## src/rtl/valid_burst_gen_pkg.sv

```systemverilog
// Shared types and parameter defaults for the valid->a burst stimulus generator.
package valid_burst_pkg;

    typedef enum logic [1:0] {
        IDLE  = 2'd0,
        VALID = 2'd1,
        BURST = 2'd2
    } state_t;

    localparam int MIN_LEN_DEF = 3;
    localparam int MAX_LEN_DEF = 6;
    localparam int LEN_W_DEF   = 3;
    localparam int CNT_W_DEF   = 8;

endpackage

```

## src/rtl/valid_burst_gen_if.sv

```systemverilog
// Request/response bundle between a burst requester (master) and the generator (slave).
interface valid_burst_gen_if
    import valid_burst_pkg::*;
#(
    parameter int LEN_W = LEN_W_DEF,
    parameter int CNT_W = CNT_W_DEF
);
    logic             start;
    logic [LEN_W-1:0] len_in;
    logic             abort;
    logic             clr_err;
    logic             valid;
    logic             a;
    logic             busy;
    logic             done;
    logic             aborted;
    logic             overflow;
    logic [CNT_W-1:0] burst_cnt;

    modport master (
        output start, len_in, abort, clr_err,
        input  valid, a, busy, done, aborted, overflow, burst_cnt
    );

    modport slave (
        input  start, len_in, abort, clr_err,
        output valid, a, busy, done, aborted, overflow, burst_cnt
    );
endinterface

```

## src/rtl/valid_burst_gen_burst_req_slot.sv

```systemverilog
// One-deep holder for the next burst length; clamps requests into [MIN_LEN, MAX_LEN].
module burst_req_slot
    import valid_burst_pkg::*;
#(
    parameter int MIN_LEN = MIN_LEN_DEF,
    parameter int MAX_LEN = MAX_LEN_DEF,
    parameter int LEN_W   = LEN_W_DEF
) (
    input  logic             clk,
    input  logic             rst,
    input  logic             push,
    input  logic             pop,
    input  logic [LEN_W-1:0] len,
    output logic             full,
    output logic [LEN_W-1:0] len_q,
    output logic             drop
);

    function automatic logic [LEN_W-1:0] clamp(input logic [LEN_W-1:0] x);
        if (x < LEN_W'(MIN_LEN))
            return LEN_W'(MIN_LEN);
        else if (x > LEN_W'(MAX_LEN))
            return LEN_W'(MAX_LEN);
        else
            return x;
    endfunction

    logic             full_reg, full_next;
    logic [LEN_W-1:0] len_reg, len_next;

    // A pop in the same cycle frees the slot, so a simultaneous push is kept, not dropped.
    always_comb begin
        full_next = full_reg;
        len_next  = len_reg;
        if (push && (pop || !full_reg)) begin
            full_next = 1'b1;
            len_next  = clamp(len);
        end else if (pop) begin
            full_next = 1'b0;
        end
    end

    always_ff @(posedge clk or negedge rst) begin
        if (!rst) begin
            full_reg <= 1'b0;
            len_reg  <= '0;
        end else begin
            full_reg <= full_next;
            len_reg  <= len_next;
        end
    end

    assign full  = full_reg;
    assign len_q = len_reg;
    assign drop  = push && full_reg && !pop;

endmodule

```

## src/rtl/valid_burst_gen.sv

```systemverilog
// Burst generator: 1-cycle valid pulse followed by a clamped run of a, with a one-deep
// pending request slot, abort, sticky overflow and a completed-burst counter.
module valid_burst_gen
    import valid_burst_pkg::*;
#(
    parameter int MIN_LEN = MIN_LEN_DEF,
    parameter int MAX_LEN = MAX_LEN_DEF,
    parameter int LEN_W   = LEN_W_DEF,
    parameter int CNT_W   = CNT_W_DEF
) (
    input  logic               clk,
    input  logic               rst,
    valid_burst_gen_if.slave   bus
);

    state_t           state_reg, state_next;
    logic [LEN_W-1:0] count_reg, count_next;
    logic             head_reg, head_next;
    logic             valid_reg, valid_next;
    logic             a_reg, a_next;
    logic             busy_reg, busy_next;
    logic             done_reg, done_next;
    logic             aborted_reg, aborted_next;
    logic             overflow_reg, overflow_next;
    logic [CNT_W-1:0] burst_cnt_reg, burst_cnt_next;

    logic             slot_push, slot_pop, slot_full, slot_drop;
    logic [LEN_W-1:0] slot_len;

    // Abort is modelled as a pop with no push, which empties the slot.
    assign slot_push = bus.start && !bus.abort;

    burst_req_slot #(
        .MIN_LEN (MIN_LEN),
        .MAX_LEN (MAX_LEN),
        .LEN_W   (LEN_W)
    ) u_slot (
        .clk   (clk),
        .rst   (rst),
        .push  (slot_push),
        .pop   (slot_pop),
        .len   (bus.len_in),
        .full  (slot_full),
        .len_q (slot_len),
        .drop  (slot_drop)
    );

    // head_reg marks a VALID entered from IDLE: its length still sits in the slot.
    always_comb begin
        state_next   = state_reg;
        count_next   = count_reg;
        head_next    = head_reg;
        slot_pop     = 1'b0;
        aborted_next = 1'b0;
        if (bus.abort) begin
            state_next   = IDLE;
            head_next    = 1'b0;
            slot_pop     = 1'b1;
            aborted_next = 1'b1;
        end else begin
            case (state_reg)
                IDLE: begin
                    if (bus.start) begin
                        state_next = VALID;
                        head_next  = 1'b1;
                    end
                end
                VALID: begin
                    state_next = BURST;
                    head_next  = 1'b0;
                    if (head_reg) begin
                        slot_pop   = 1'b1;
                        count_next = slot_len;
                    end
                end
                BURST: begin
                    if (count_reg == LEN_W'(1)) begin
                        if (slot_full) begin
                            slot_pop   = 1'b1;
                            count_next = slot_len;
                            state_next = VALID;
                        end else begin
                            state_next = IDLE;
                        end
                    end else begin
                        count_next = count_reg - LEN_W'(1);
                    end
                end
                default: state_next = IDLE;
            endcase
        end
    end

    // Outputs are registered copies of what the next state implies.
    always_comb begin
        valid_next     = (state_next == VALID);
        a_next         = (state_next == BURST);
        busy_next      = (state_next != IDLE);
        done_next      = (state_next == BURST) && (count_next == LEN_W'(1));
        burst_cnt_next = burst_cnt_reg + CNT_W'(done_next);
        overflow_next  = slot_drop || (overflow_reg && !bus.clr_err);
    end

    always_ff @(posedge clk or negedge rst) begin
        if (!rst) begin
            state_reg     <= IDLE;
            count_reg     <= '0;
            head_reg      <= 1'b0;
            valid_reg     <= 1'b0;
            a_reg         <= 1'b0;
            busy_reg      <= 1'b0;
            done_reg      <= 1'b0;
            aborted_reg   <= 1'b0;
            overflow_reg  <= 1'b0;
            burst_cnt_reg <= '0;
        end else begin
            state_reg     <= state_next;
            count_reg     <= count_next;
            head_reg      <= head_next;
            valid_reg     <= valid_next;
            a_reg         <= a_next;
            busy_reg      <= busy_next;
            done_reg      <= done_next;
            aborted_reg   <= aborted_next;
            overflow_reg  <= overflow_next;
            burst_cnt_reg <= burst_cnt_next;
        end
    end

    assign bus.valid     = valid_reg;
    assign bus.a         = a_reg;
    assign bus.busy      = busy_reg;
    assign bus.done      = done_reg;
    assign bus.aborted   = aborted_reg;
    assign bus.overflow  = overflow_reg;
    assign bus.burst_cnt = burst_cnt_reg;

endmodule

```

## src/flat_wrapper.sv

```systemverilog
// flat-port wrapper written by rule: the top's interface ports become plain ports
module valid_burst_gen_flat import valid_burst_pkg::*;
#(
    parameter int MIN_LEN = MIN_LEN_DEF,
    parameter int MAX_LEN = MAX_LEN_DEF,
    parameter int LEN_W   = LEN_W_DEF,
    parameter int CNT_W   = CNT_W_DEF
)
  (clk, rst, bus_start, bus_len_in, bus_abort, bus_clr_err, bus_valid, bus_a, bus_busy, bus_done, bus_aborted, bus_overflow, bus_burst_cnt);
  valid_burst_gen_if #(.LEN_W(LEN_W), .CNT_W(CNT_W)) bus_i ();
  input  logic clk;
  input  logic rst;
  input wire logic [$bits(bus_i.start)-1:0] bus_start;
  input wire logic [$bits(bus_i.len_in)-1:0] bus_len_in;
  input wire logic [$bits(bus_i.abort)-1:0] bus_abort;
  input wire logic [$bits(bus_i.clr_err)-1:0] bus_clr_err;
  output wire logic [$bits(bus_i.valid)-1:0] bus_valid;
  output wire logic [$bits(bus_i.a)-1:0] bus_a;
  output wire logic [$bits(bus_i.busy)-1:0] bus_busy;
  output wire logic [$bits(bus_i.done)-1:0] bus_done;
  output wire logic [$bits(bus_i.aborted)-1:0] bus_aborted;
  output wire logic [$bits(bus_i.overflow)-1:0] bus_overflow;
  output wire logic [$bits(bus_i.burst_cnt)-1:0] bus_burst_cnt;
  assign bus_i.start = bus_start;
  assign bus_i.len_in = bus_len_in;
  assign bus_i.abort = bus_abort;
  assign bus_i.clr_err = bus_clr_err;
  assign bus_valid = bus_i.valid;
  assign bus_a = bus_i.a;
  assign bus_busy = bus_i.busy;
  assign bus_done = bus_i.done;
  assign bus_aborted = bus_i.aborted;
  assign bus_overflow = bus_i.overflow;
  assign bus_burst_cnt = bus_i.burst_cnt;
  valid_burst_gen #(.MIN_LEN(MIN_LEN), .MAX_LEN(MAX_LEN), .LEN_W(LEN_W), .CNT_W(CNT_W)) u_core (.clk(clk), .rst(rst), .bus(bus_i));
endmodule
```

## config.mk

```make
export PLATFORM = sky130hd
export DESIGN_NAME = valid_burst_gen_flat
export DESIGN_NICKNAME = d
export VERILOG_FILES = /design/src/rtl/valid_burst_gen_pkg.sv /design/src/rtl/valid_burst_gen_if.sv /design/src/rtl/valid_burst_gen_burst_req_slot.sv /design/src/rtl/valid_burst_gen.sv /design/src/flat_wrapper.sv
export SDC_FILE = /design/constraint.sdc
export NUM_CORES = 1
export LEC_CHECK = 0
export CELL_PAD_IN_SITES_DETAIL_PLACEMENT = 0
export CELL_PAD_IN_SITES_GLOBAL_PLACEMENT = 2
export CORE_AREA = 3 3 65 67
export DETAILED_ROUTE_END_ITERATION = 6
export DIE_AREA = 0 0 68 70
export PLACE_DENSITY_LB_ADDON = 0.1
export SKIP_LAST_GASP = 1
export SLEW_MARGIN = 25
export SYNTH_ARGS = -nofsm -noshare
export SYNTH_HDL_FRONTEND = slang
export SYNTH_SLANG_ARGS = --single-unit
```

## constraint.sdc

```tcl
create_clock -name clk -period 3 [get_ports clk]
set_input_delay 0.45 -clock clk [delete_from_list [all_inputs] [get_ports clk]]
set_output_delay 0.45 -clock clk [all_outputs]
set_load 0.005 [all_outputs]
```

==> impl_results.md <==
* First-pass GRT wire length at approximately 4100 um
* CP max stage delay at ~0.5 ns
* Vias at a little under 900
* Final hold vios at 0
* Detailed placement HPWL at 1810 um
* Compound-Gate Fraction of Synth Area at 0.0918
* H-tree Lvls at 1
* Setup CP Type: register to register
* Status: complete, no violations
* Startpoint type of the worst setup path: register
* Max Freq at approximately 0.36 GHz
* Longest Clk Path Bufs at 2
* Slew at the pin closest to its max-slew limit at slightly below 0.4 ns
* Power Density at about 580 mW/mm^2
* Post-Synth Adder-Cell Area at 0.0834
* Reg2reg end: u_core.bus.burst_cnt[6]
* Sequential fraction of the synthesis area at 0.501
* Crit end category: register
* Vias in the first global route at slightly below 900
* Clk_lat worst skew at roughly 0.27 ns
* VDD IR max at between 0.2 and 0.3 mV
* # fillers at approximately 370
* Antenna diode instance count at 0
* Hold Startpoint: u_core.bus.burst_cnt[7]
* CP required at 3.16 ns
* Mapped cell area at 0.00120 sq mm
* Reg2reg path depth at 12
* Syn-to-layout area delta at 31.5%
* Num Clock Sinks at 24
* Arr. time, crit path at ~3 ns
* Total negative setup slack at 0 ns
* Commonest non-fill, non-tap cell in the layout: dfrtp_1
* Flops & latches, synth at 24
* Synth warnings at 0
* Antenna violations before repair at 0
* CP max FO at 6
* Mux contribution to synthesized area at 0.0365
* Skew final at between 0.003 and 0.004 ns
* Share of cells above drive strength 1 at 0.139
* Worst min-delay path class: register to register
* Simple logic cell fraction of the synthesized area at 0.210
* Post-Syn Nets at 124
* DRC violations left at 0
* WL/cell at 12.8 um
* Syn Area/Cell at 11.1 sq um
* Hold Crit Depth at 1
* 1st-pass router iterations at 4
* Final wirelength at ~2400 um
* Max reg flops at 8
* Grt ovf at 0
* Vias per inst at roughly 4.7
* DIE WIDTH at just under 70 um
* Initial drt markers at 19
* RR Startpoint: u_core.count_reg[1]
* P_leak at 0.740 nW
* CORE AREA at 0.00369 sq mm
* Library cells used by synthesis at 34
* CTS tree: built
* Cts-stage hold buffer count at 0
* Largest net degree at the start of global routing at 25
* Final GP Congestion at roughly 0.76
* Reg clk slew, reported paths at 0.09 ns
* Global Route Usage Sum at 0.112
* Die ar. at 0.00476 sq mm
* CP max-delay cell: or4_4
* I/O pins at 22
* Max_cap viols at 0
* WHS Endpoint: u_core.bus.burst_cnt[7]
* Largest family of logic cells by synthesized area: simple AND/OR/NAND/NOR gates
* Fin crit share at 0.923
* Fin crit period at roughly 2.8 ns
* Number of port buffers at 21
* Post-Synth XOR/XNOR Area at 0.0438
* Final setup viols at 0
* R2R setup slack at 0.23 ns
* CTS Root Cell: clkbuf_8
* Row Count at 22
* Final ANT Viol Nets at 0
* Unrepaired setup endpoints after global routing: false
* Gate Count Post-Synth at roughly 110
* Total power at 0.907 mW
* Initial Util at 0.325
* Cell Chain, Critical Path: inv_1 -> ha_2 -> nand2b_4 -> nand3_2 -> nand3_2 -> or4_4 -> nor4b_4 -> ha_1 -> ha_1 -> and3_1 -> nand3_1 -> xnor2_1
* Cts bufs inserted at 3
* Final net count at roughly 150
* Max Transition Viols Final at 0
* Most frequent cells in the layout: dfrtp_1 (23), clkdlybuf4s50_1 (21), inv_1 (11), nand2_1 (11)
* Die height at about 70 um
* Max-slew headroom at 0.741
-- worst max path at each step --
stage | startpoint | end | slack [ns] | cells after the start
2_1_floorplan | u_core.state_reg[0] | u_core.bus.burst_cnt[6] | 0.38 | 11
3_3_place_gp | bus_start | u_core.bus.burst_cnt[6] | 0.07 | 10
3_5_place_dp | bus_start | u_core.bus.burst_cnt[6] | 0.01 | 10
4_1_cts | u_core.state_reg[0] | u_core.bus.burst_cnt[6] | 0.13 | 11
5_1_grt | u_core.count_reg[1] | u_core.bus.burst_cnt[6] | 0.01 | 12
6_report | u_core.count_reg[1] | u_core.bus.burst_cnt[6] | 0.23 | 12
-- stage by stage --
stage	cells	setup slack, ns	hold slack, ns	instance area [sq um]	utilization
after global placement	181	0.0723	0.462	1500	0.407
final	185	0.232	0.482	1580	0.428
after detailed placement	181	0.0143	0.467	1500	0.407
after CTS	185	0.133	0.483	1570	0.426
after floorplan	108	0.383	0.154	1200	-
after global routing	185	0.0135	0.520	1580	0.428
-- worst max-delay path: cells and delay by family (launching register included) --
family / cells / cell delay (ns)
buffers and inverters: 1 / 0.13
AND/OR/NAND/NOR: 7 / 1.35
flip-flops: 1 / 0.36
adder cells (fa/ha/maj): 3 / 0.66
XOR/XNOR: 1 / 0.13
-- metal layers --
| metal | up-vias | global-route usage | share of wire |
|---|---|---|---|
| li1 | 434 | - | - |
| met1 | 419 | 0.161 | 0.51 |
| met2 | 11 | 0.157 | 0.45 |
| met3 | 6 | 0.0209 | 0.026 |
| met4 | 0 | 0.0530 | 0.020 |
| met5 | - | 0 | 0 |
-- cells by family (layout without fill, tap and decap cells) --
group           after synthesis  after routing
simple gates                 38             38
mux                           4              4
xor+xnor                      6              6
compound gates               17             17
buf+inv                      11             40
flops                        24             24
fa+ha+maj                     8              8
-- synth_stat cells, drive strengths merged --
cell type / number / area [sq um]
dfrtp: 24 / 601
inv: 11 / 41.3
nand2: 11 / 41.3
ha: 8 / 100
nand3: 7 / 45.0
o21ai: 6 / 30.0
nand2b: 4 / 32.5
xnor2: 4 / 35.0
a21oi: 3 / 15.0
mux2: 3 / 33.8
nor2b: 3 / 18.8
and3: 2 / 13.8
nand4: 2 / 12.5
nor2: 2 / 7.51
xor2: 2 / 17.5
a21bo: 1 / 10.0
a22o: 1 / 8.76
a22oi: 1 / 7.51
a2bb2oi: 1 / 8.76
and2b: 1 / 7.51
and4: 1 / 8.76
and4bb: 1 / 12.5
mux2i: 1 / 10.0
nand4b: 1 / 8.76
nor4b: 1 / 23.8
o2111ai: 1 / 8.76
o211ai: 1 / 7.51
o22ai: 1 / 6.26
o31ai: 1 / 7.51
or2b: 1 / 7.51
or4: 1 / 11.3
-- where the power goes --
part | switching [mW] | internal [mW] | leakage, nW
combinational | 0.118 | 0.111 | 0.391
sequential | 0.0298 | 0.366 | 0.313
clock | 0.105 | 0.178 | 0.0357
-- what timing repair did --
item	in CTS	in global routing
resized for setup	0	3
setup endpoints to repair	0	1
buffers inserted	0	0
-- area by class of cell --
cell class	count	area, sq um	area share
Clock inverter	1	30.0	0.0190
Inverter	11	41.3	0.0262
Multi-Input combinational cell	73	563	0.357
Sequential cell	24	602	0.381
Tap cell	48	60.1	0.0381
Timing Repair Buffer	25	240	0.152
Clock buffer	3	41.3	0.0262
Power figures use the tool's default switching activity.
